### config.mk
export PLATFORM = sky130hd
export DESIGN_NAME = muldiv_unit_flat
export DESIGN_NICKNAME = d
export VERILOG_FILES = /design/src/rtl/mipspkg.sv /design/src/rtl/muldiv_unit_if.sv /design/src/rtl/muldiv_core.sv /design/src/rtl/muldiv_unit.sv /design/src/flat_wrapper.sv
export SDC_FILE = /design/constraint.sdc
export NUM_CORES = 1
export LEC_CHECK = 0
export BUFFER_PORTS_ARGS = -buffer_cell sky130_fd_sc_hd__buf_2
export CAP_MARGIN = 5
export CORE_MARGIN = 10
export CORE_UTILIZATION = 32
export DETAILED_ROUTE_END_ITERATION = 10
export PLACE_DENSITY = 0.54
export SYNTH_ARGS = -nofsm -noshare
export SYNTH_HDL_FRONTEND = slang
export SYNTH_HIERARCHICAL = 1
export SYNTH_SLANG_ARGS = --single-unit
### constraint.sdc
create_clock -name clk -period 4.5 [get_ports clk]
set_input_delay 0.225 -clock clk [delete_from_list [all_inputs] [get_ports clk]]
set_output_delay 0.225 -clock clk [all_outputs]
set_load 0.02 [all_outputs]
### src/rtl/mipspkg.sv
// ---------------------------------------------------------------
// mipspkg: shared MIPS datapath types and widths. Rev 1.0
// ---------------------------------------------------------------
`default_nettype none

package mipspkg;

  localparam int DATAWIDTH   = 32;
  localparam int MULDIV_ITER = DATAWIDTH;

  typedef enum logic [2:0] {
    MULT  = 3'd0,
    MULTU = 3'd1,
    DIV   = 3'd2,
    DIVU  = 3'd3,
    MTHI  = 3'd4,
    MTLO  = 3'd5
  } muldiv_op_t;

  function automatic logic [DATAWIDTH-1:0] magnitude(input logic [DATAWIDTH-1:0] v,
                                                     input logic                 neg);
    return neg ? -v : v;
  endfunction

endpackage

`default_nettype wire

### src/rtl/muldiv_unit_if.sv
// ---------------------------------------------------------------
// muldiv_unit_if: request/result bundle of muldiv_unit. Rev 1.0
// ---------------------------------------------------------------
`default_nettype none

interface muldiv_unit_if;
  import mipspkg::*;

  logic                 start;
  muldiv_op_t           op;
  logic [DATAWIDTH-1:0] a;
  logic [DATAWIDTH-1:0] b;
  logic                 busy;
  logic                 done;
  logic                 divzero;
  logic [DATAWIDTH-1:0] hi;
  logic [DATAWIDTH-1:0] lo;

  modport master (output start, op, a, b, input busy, done, divzero, hi, lo);
  modport slave  (input start, op, a, b, output busy, done, divzero, hi, lo);

endinterface

`default_nettype wire

### src/rtl/muldiv_core.sv
// ---------------------------------------------------------------
// muldiv_core: one shift-add or restoring-divide step. Rev 1.0
// ---------------------------------------------------------------
`default_nettype none

module muldiv_core
  import mipspkg::*;
(
  input  logic                 div_mode,
  input  logic [DATAWIDTH:0]   rem_in,
  input  logic [DATAWIDTH-1:0] low_in,
  input  logic [DATAWIDTH-1:0] operand,
  output logic [DATAWIDTH:0]   rem_out,
  output logic [DATAWIDTH-1:0] low_out
);

  logic [DATAWIDTH:0]   w_sum;
  logic [DATAWIDTH:0]   w_shifted;
  logic [DATAWIDTH+1:0] w_trial;

  always_comb begin
    w_sum     = rem_in + (low_in[0] ? {1'b0, operand} : '0);
    w_shifted = {rem_in[DATAWIDTH-1:0], low_in[DATAWIDTH-1]};
    // One extra bit so a negative trial difference shows up as the top bit
    w_trial   = {1'b0, w_shifted} - {2'b00, operand};
    rem_out   = '0;
    low_out   = '0;
    if (div_mode) begin
      if (w_trial[DATAWIDTH+1]) begin
        rem_out = w_shifted;
        low_out = {low_in[DATAWIDTH-2:0], 1'b0};
      end else begin
        rem_out = w_trial[DATAWIDTH:0];
        low_out = {low_in[DATAWIDTH-2:0], 1'b1};
      end
    end else begin
      rem_out = {1'b0, w_sum[DATAWIDTH:1]};
      low_out = {w_sum[0], low_in[DATAWIDTH-1:1]};
    end
  end

endmodule

`default_nettype wire

### src/rtl/muldiv_unit.sv
// ---------------------------------------------------------------
// muldiv_unit: iterative MULT/DIV with architectural HI/LO. Rev 1.0
// ---------------------------------------------------------------
`default_nettype none

module muldiv_unit
  import mipspkg::*;
(
  input  logic         clk,
  input  logic         reset,
  muldiv_unit_if.slave bus
);

  typedef enum logic [1:0] {
    S_IDLE = 2'd0,
    S_RUN  = 2'd1,
    S_FIX  = 2'd2
  } state_t;

  localparam int               CNT_W     = $clog2(MULDIV_ITER);
  localparam logic [CNT_W-1:0] LAST_ITER = CNT_W'(MULDIV_ITER - 1);

  state_t                 r_state, w_next;
  logic [CNT_W-1:0]       r_count;
  logic [DATAWIDTH:0]     r_rem, w_rem_step;
  logic [DATAWIDTH-1:0]   r_low, w_low_step, r_operand, r_hi, r_lo;
  logic                   r_div_mode, r_neg_low, r_neg_high, r_done, r_divzero;
  logic                   w_signed, w_neg_a, w_neg_b, w_is_mul, w_is_div, w_iterative;
  logic [DATAWIDTH-1:0]   w_mag_a, w_mag_b, w_quot, w_remd;
  logic [2*DATAWIDTH-1:0] w_prod;

  muldiv_core u_core (
    .div_mode (r_div_mode),
    .rem_in   (r_rem),
    .low_in   (r_low),
    .operand  (r_operand),
    .rem_out  (w_rem_step),
    .low_out  (w_low_step)
  );

  always_comb begin
    w_signed    = (bus.op == MULT) || (bus.op == DIV);
    w_neg_a     = w_signed & bus.a[DATAWIDTH-1];
    w_neg_b     = w_signed & bus.b[DATAWIDTH-1];
    w_mag_a     = magnitude(bus.a, w_neg_a);
    w_mag_b     = magnitude(bus.b, w_neg_b);
    w_is_mul    = (bus.op == MULT) || (bus.op == MULTU);
    w_is_div    = (bus.op == DIV) || (bus.op == DIVU);
    w_iterative = w_is_mul || (w_is_div && (bus.b != '0));
    w_prod      = {r_rem[DATAWIDTH-1:0], r_low};
    if (r_neg_low) w_prod = -w_prod;
    w_quot      = magnitude(r_low, r_neg_low);
    w_remd      = magnitude(r_rem[DATAWIDTH-1:0], r_neg_high);
  end

  always_ff @(posedge clk or posedge reset) begin
    if (reset) r_state <= S_IDLE;
    else       r_state <= w_next;
  end

  always_comb begin
    w_next = r_state;
    case (r_state)
      S_IDLE:  if (bus.start && w_iterative) w_next = S_RUN;
      S_RUN:   if (r_count == LAST_ITER) w_next = S_FIX;
      S_FIX:   w_next = S_IDLE;
      default: w_next = S_IDLE;
    endcase
  end

  always_ff @(posedge clk or posedge reset) begin
    if (reset) begin
      r_count    <= '0;
      r_rem      <= '0;
      r_low      <= '0;
      r_operand  <= '0;
      r_div_mode <= 1'b0;
      r_neg_low  <= 1'b0;
      r_neg_high <= 1'b0;
      r_hi       <= '0;
      r_lo       <= '0;
      r_done     <= 1'b0;
      r_divzero  <= 1'b0;
    end else begin
      r_done    <= 1'b0;
      r_divzero <= 1'b0;
      case (r_state)
        S_IDLE: begin
          if (bus.start) begin
            if (w_iterative) begin
              // Multiply keeps the multiplier in the low half; divide keeps the dividend there
              r_count    <= '0;
              r_rem      <= '0;
              r_low      <= w_is_div ? w_mag_a : w_mag_b;
              r_operand  <= w_is_div ? w_mag_b : w_mag_a;
              r_div_mode <= w_is_div;
              r_neg_low  <= w_neg_a ^ w_neg_b;
              r_neg_high <= w_neg_a;
            end else if (w_is_div) begin
              r_hi      <= bus.a;
              r_lo      <= '1;
              r_done    <= 1'b1;
              r_divzero <= 1'b1;
            end else if (bus.op == MTHI) begin
              r_hi   <= bus.a;
              r_done <= 1'b1;
            end else if (bus.op == MTLO) begin
              r_lo   <= bus.a;
              r_done <= 1'b1;
            end
          end
        end
        S_RUN: begin
          r_rem   <= w_rem_step;
          r_low   <= w_low_step;
          r_count <= r_count + 1'b1;
        end
        S_FIX: begin
          if (r_div_mode) begin
            r_lo <= w_quot;
            r_hi <= w_remd;
          end else begin
            {r_hi, r_lo} <= w_prod;
          end
          r_done <= 1'b1;
        end
        default: ;
      endcase
    end
  end

  always_ff @(posedge clk) begin
    if (!reset && (r_state == S_IDLE) && bus.start)
      assert (bus.op inside {MULT, MULTU, DIV, DIVU, MTHI, MTLO})
        else $error("muldiv_unit: start with undefined op %0d", bus.op);
  end

  assign bus.busy    = (r_state != S_IDLE);
  assign bus.done    = r_done;
  assign bus.divzero = r_divzero;
  assign bus.hi      = r_hi;
  assign bus.lo      = r_lo;

endmodule

`default_nettype wire
### src/flat_wrapper.sv
// flat-port wrapper written by rule: the top's interface ports become plain ports
module muldiv_unit_flat import mipspkg::*;
  (clk, reset, bus_start, bus_op, bus_a, bus_b, bus_busy, bus_done, bus_divzero, bus_hi, bus_lo);
  muldiv_unit_if bus_i ();
  input  logic clk;
  input  logic reset;
  input wire logic [$bits(bus_i.start)-1:0] bus_start;
  input wire logic [$bits(bus_i.op)-1:0] bus_op;
  input wire logic [$bits(bus_i.a)-1:0] bus_a;
  input wire logic [$bits(bus_i.b)-1:0] bus_b;
  output wire logic [$bits(bus_i.busy)-1:0] bus_busy;
  output wire logic [$bits(bus_i.done)-1:0] bus_done;
  output wire logic [$bits(bus_i.divzero)-1:0] bus_divzero;
  output wire logic [$bits(bus_i.hi)-1:0] bus_hi;
  output wire logic [$bits(bus_i.lo)-1:0] bus_lo;
  assign bus_i.start = bus_start;
  assign bus_i.op = bus_op;
  assign bus_i.a = bus_a;
  assign bus_i.b = bus_b;
  assign bus_busy = bus_i.busy;
  assign bus_done = bus_i.done;
  assign bus_divzero = bus_i.divzero;
  assign bus_hi = bus_i.hi;
  assign bus_lo = bus_i.lo;
  muldiv_unit u_core (.clk(clk), .reset(reset), .bus(bus_i));
endmodule
==> flow_summary.toml <==
[worst_setup_path]
cp-end-kind = "flip-flop"
rr_worst_depth = 14
r2r-start = "u_core/r_low[0]"
crit_start = "u_core/r_low[0]"
critical_path_class = "reg2reg"
critPathArrivalTime_ns = 4.33
reg2reg_to = "u_core/r_rem[29]"
critical_path_required_ns = 4.85
crit_chain = "and2_1 > ha_1 > fa_1 > a211oi_1 > o21ai_0 > nand2_1 > o21ai_0 > o211ai_1 > o21ai_1 > o31ai_1 > xor2_1 > mux2i_1 > nand2_1 > o21ai_0"
crit_fanout = 24
start_kind = "flip-flop"
critPathMaxStageDelay_ns = 0.68
critPathSlowestCell = "dfrtp_1"
cpMostUsedCell = "o21ai_0"
rrSetupSlack_ns = 0.52

[sta]
tightestPinTransition_ns = 1.23
fmax_mhz = 251
period_needed_ns = 3.98
rsz0062_at_grt = "no"
skew_ns = 0.0169
period_share_pct = 88.5
max_slew_margin_pct = 18.0
finalSetupTns_ns = 0
setup_violations = 0
hold_viol_final = 0
slew_violations = 0

[floorplanning]
die_x_um = 242
initial_core_util_pct = 32.3
design.core.area_sq_mm = 0.0488
die-area_sq_mm = 0.0586
ios = 137
die_h_um = 242
num_rows = 81

[place]
port-buffer-count = 136
dpl.hpwl_mm = 49.0
globalplace.congestion = 0.917

[layout]
nNetsFinal = 2294
area_growth_pct = 13.3
drive_gt1_share_pct = 13.6

[global_route]
grtUsageTotal_pct = 21.4
grt_pass1_vias = 15900
grt_antenna_before_repair = 1
grt-ovfl-total = 0
grt_pass1_wl_mm = 97.4
grt_max_degree = 76

[synthesis]
synth_flop_cell = "dfrtp_1"
synth_xor_area_share_pct = 9.11
synth_top_family_by_area = "compound AO/OA/AOI/OAI gates"
syn_area_sq_mm = 0.0158
seq_area_frac_synth_pct = 27.5
synth.most_common_cell = "nand2_1"
synth.distinct_cells = 87
synthTopCellsByArea = "dfrtp_1 27%, nand2_1 6.9%, xnor2_1 6.1%, o21ai_0 5.7%, ha_1 5.6%"
synth.avg_cell_area_sq_um = 7.62
synth_simple_gate_area_share_pct = 23.2
synthMuxAreaShare_pct = 4.58
synthArstFlopShare_pct = 100
syn_nets = 2212
synth_top_area_share_pct = 27.5
synthTopCellsByCount = "289 x nand2_1, 180 x o21ai_0, 173 x dfrtp_1, 161 x nor2_1, 156 x a21oi_1"
syn_inst = 2070
synth_edf_count = 0
synth_compound_area_share_pct = 24.9
synth_seq_cells = 173
synth_top_cell_by_area = "dfrtp_1"
synth_fa_ha_area_share_pct = 5.81
ys_warn_count = 6

[route]
antenna_left = 0
drtIter0Drc = 1604
drc = 0
via_per_inst = 5.75
wl_per_cell_um = 22.6
vias = 16300
totalWireLength_mm = 64.1
first_pass_iters = 8

[clocking]
cts_buffer_depth = 2
clkTransAtPathRegs_ns = 0.08
clock_sinks = 173
clockRootBuffer = "clkbuf_16"
cts_max_level = 4
cts_tree = "done"
clk_latency_ns = 0.50
cts_buffers = 17

[power]
leakage_nw = 7.56
p_int_mw = 7.38
fin_total_pwr_mw = 15.4
vdd_drop_max_mv = 0.392
clkPwrFrac_pct = 11.2
combinationalPowerShare_pct = 66.2
sequentialPowerShare_pct = 22.6
power.switching_mw = 8.02
p_per_area_mw_per_mm2 = 862
switching_share_pct = 52.1

[worst_hold_path]
worstHoldEndpoint = "u_core/bus.hi[25]"
hold_path_depth = 3
worstHoldStart = "bus_a[25]"
hold_class = "in2reg"

[status]
status = "completed"

[run]
cap_violations = 0
-- critical path, delay by kind of cell (launching register included) --
kind | cells | cell delay, ns
compound gates | 7 | 1.75
xor+xnor | 1 | 0.18
fa+ha+maj | 2 | 0.66
flops | 1 | 0.68
mux | 1 | 0.09
simple gates | 3 | 0.47
-- power by group through the flow --
stage               clock (mW)  sequential, mW  combinational (mW)
floorplan                    0            3.38                7.07
global placement             0            3.46                9.99
detailed placement           0            3.48                10.1
CTS                       1.78            3.46                10.1
global route              1.83            3.58                11.2
finish                    1.73            3.48                10.2
-- final cells by class --
class | instances | area (sq um)
fill | 5253 | 31000
multi-input combinational | 1709 | 10700
sequential | 173 | 4330
timing repair buffer | 186 | 1100
tap | 664 | 831
clock buffer | 20 | 467
inverter | 65 | 248
clock inverter | 12 | 199
antenna | 1 | 2.50
-- cells in the final DEF, fill, tap and decap left out, types with 13 or more instances in the layout --
cell	n
nand2_1	288
o21ai_0	180
dfrtp_1	172
nor2_1	161
a21oi_1	156
buf_2	136
xnor2_1	110
ha_1	70
inv_1	62
xor2_1	54
nand3_1	54
nor3_1	51
buf_4	45
and2_1	41
mux2_2	41
a31oi_1	40
o22ai_1	36
o31ai_1	32
a21o_1	31
nor4_1	30
o211ai_1	26
mux2i_1	26
nand4_1	24
or3_1	24
and3_1	24
nand2b_1	20
o21ai_1	20
clkbuf_16	17
a211oi_1	14
o41ai_1	13
-- stage by stage --
step | instances | hold slack, ns | setup slack, ns | util (%) | instance area (sq um)
2_1_floorplan | 2070 | 0.361 | 1.37 | - | 15800
6_report | 2830 | 0.0716 | 0.518 | 36.6 | 17900
5_1_grt | 2830 | 0.0682 | 0.160 | 36.6 | 17900
3_5_place_dp | 2794 | 0.293 | 0.543 | 35.1 | 17200
4_1_cts | 2828 | 0.0276 | 0.525 | 36.5 | 17800
3_3_place_gp | 2794 | 0.287 | 0.576 | 35.1 | 17200
-- repair_timing --
action / CTS / global route
gates resized for setup: 0 / 0
hold endpoints to repair: 18 / 0
hold buffers: 2 / 0
setup buffers: 0 / 0
-- registers in the layout, summed over array words and instances (netlist names), 2 cells and up --
signal / count
u_core/bus.lo: 32
u_core/r_rem: 33
u_core/r_count: 5
u_core/r_low: 32
u_core/bus.hi: 32
u_core/r_state: 2
u_core/r_operand: 32
-- how the worst max path moves through the flow --
stage / endpoint / slack (ns) / depth (start not counted)
floorplan: u_core/r_rem[29] / 1.37 / 15
global placement: u_core/r_rem[29] / 0.58 / 14
detailed placement: u_core/r_rem[29] / 0.54 / 14
CTS: u_core/r_rem[29] / 0.52 / 14
global route: u_core/r_rem[29] / 0.16 / 14
finish: u_core/r_rem[29] / 0.52 / 14
-- logic make-up (layout without fill, tap and decap cells) --
family	after synthesis	after routing
compound gates	633	633
fa+ha+maj	72	72
xor+xnor	164	164
buf+inv	188	283
flops	173	173
other cells	0	1
mux	67	67
simple gates	773	773
-- routing by layer --
layer / GRT usage (%) / wire length (um) / up-vias
met2: 33.9 / 29400 / 641
met4: 8.56 / 2220 / 0
met3: 3.98 / 4340 / 92
met5: 0 / 0 / -
li1: - / - / 7637
met1: 28.1 / 28100 / 7913
No activity file was read; power rests on OpenSTA's default activity.
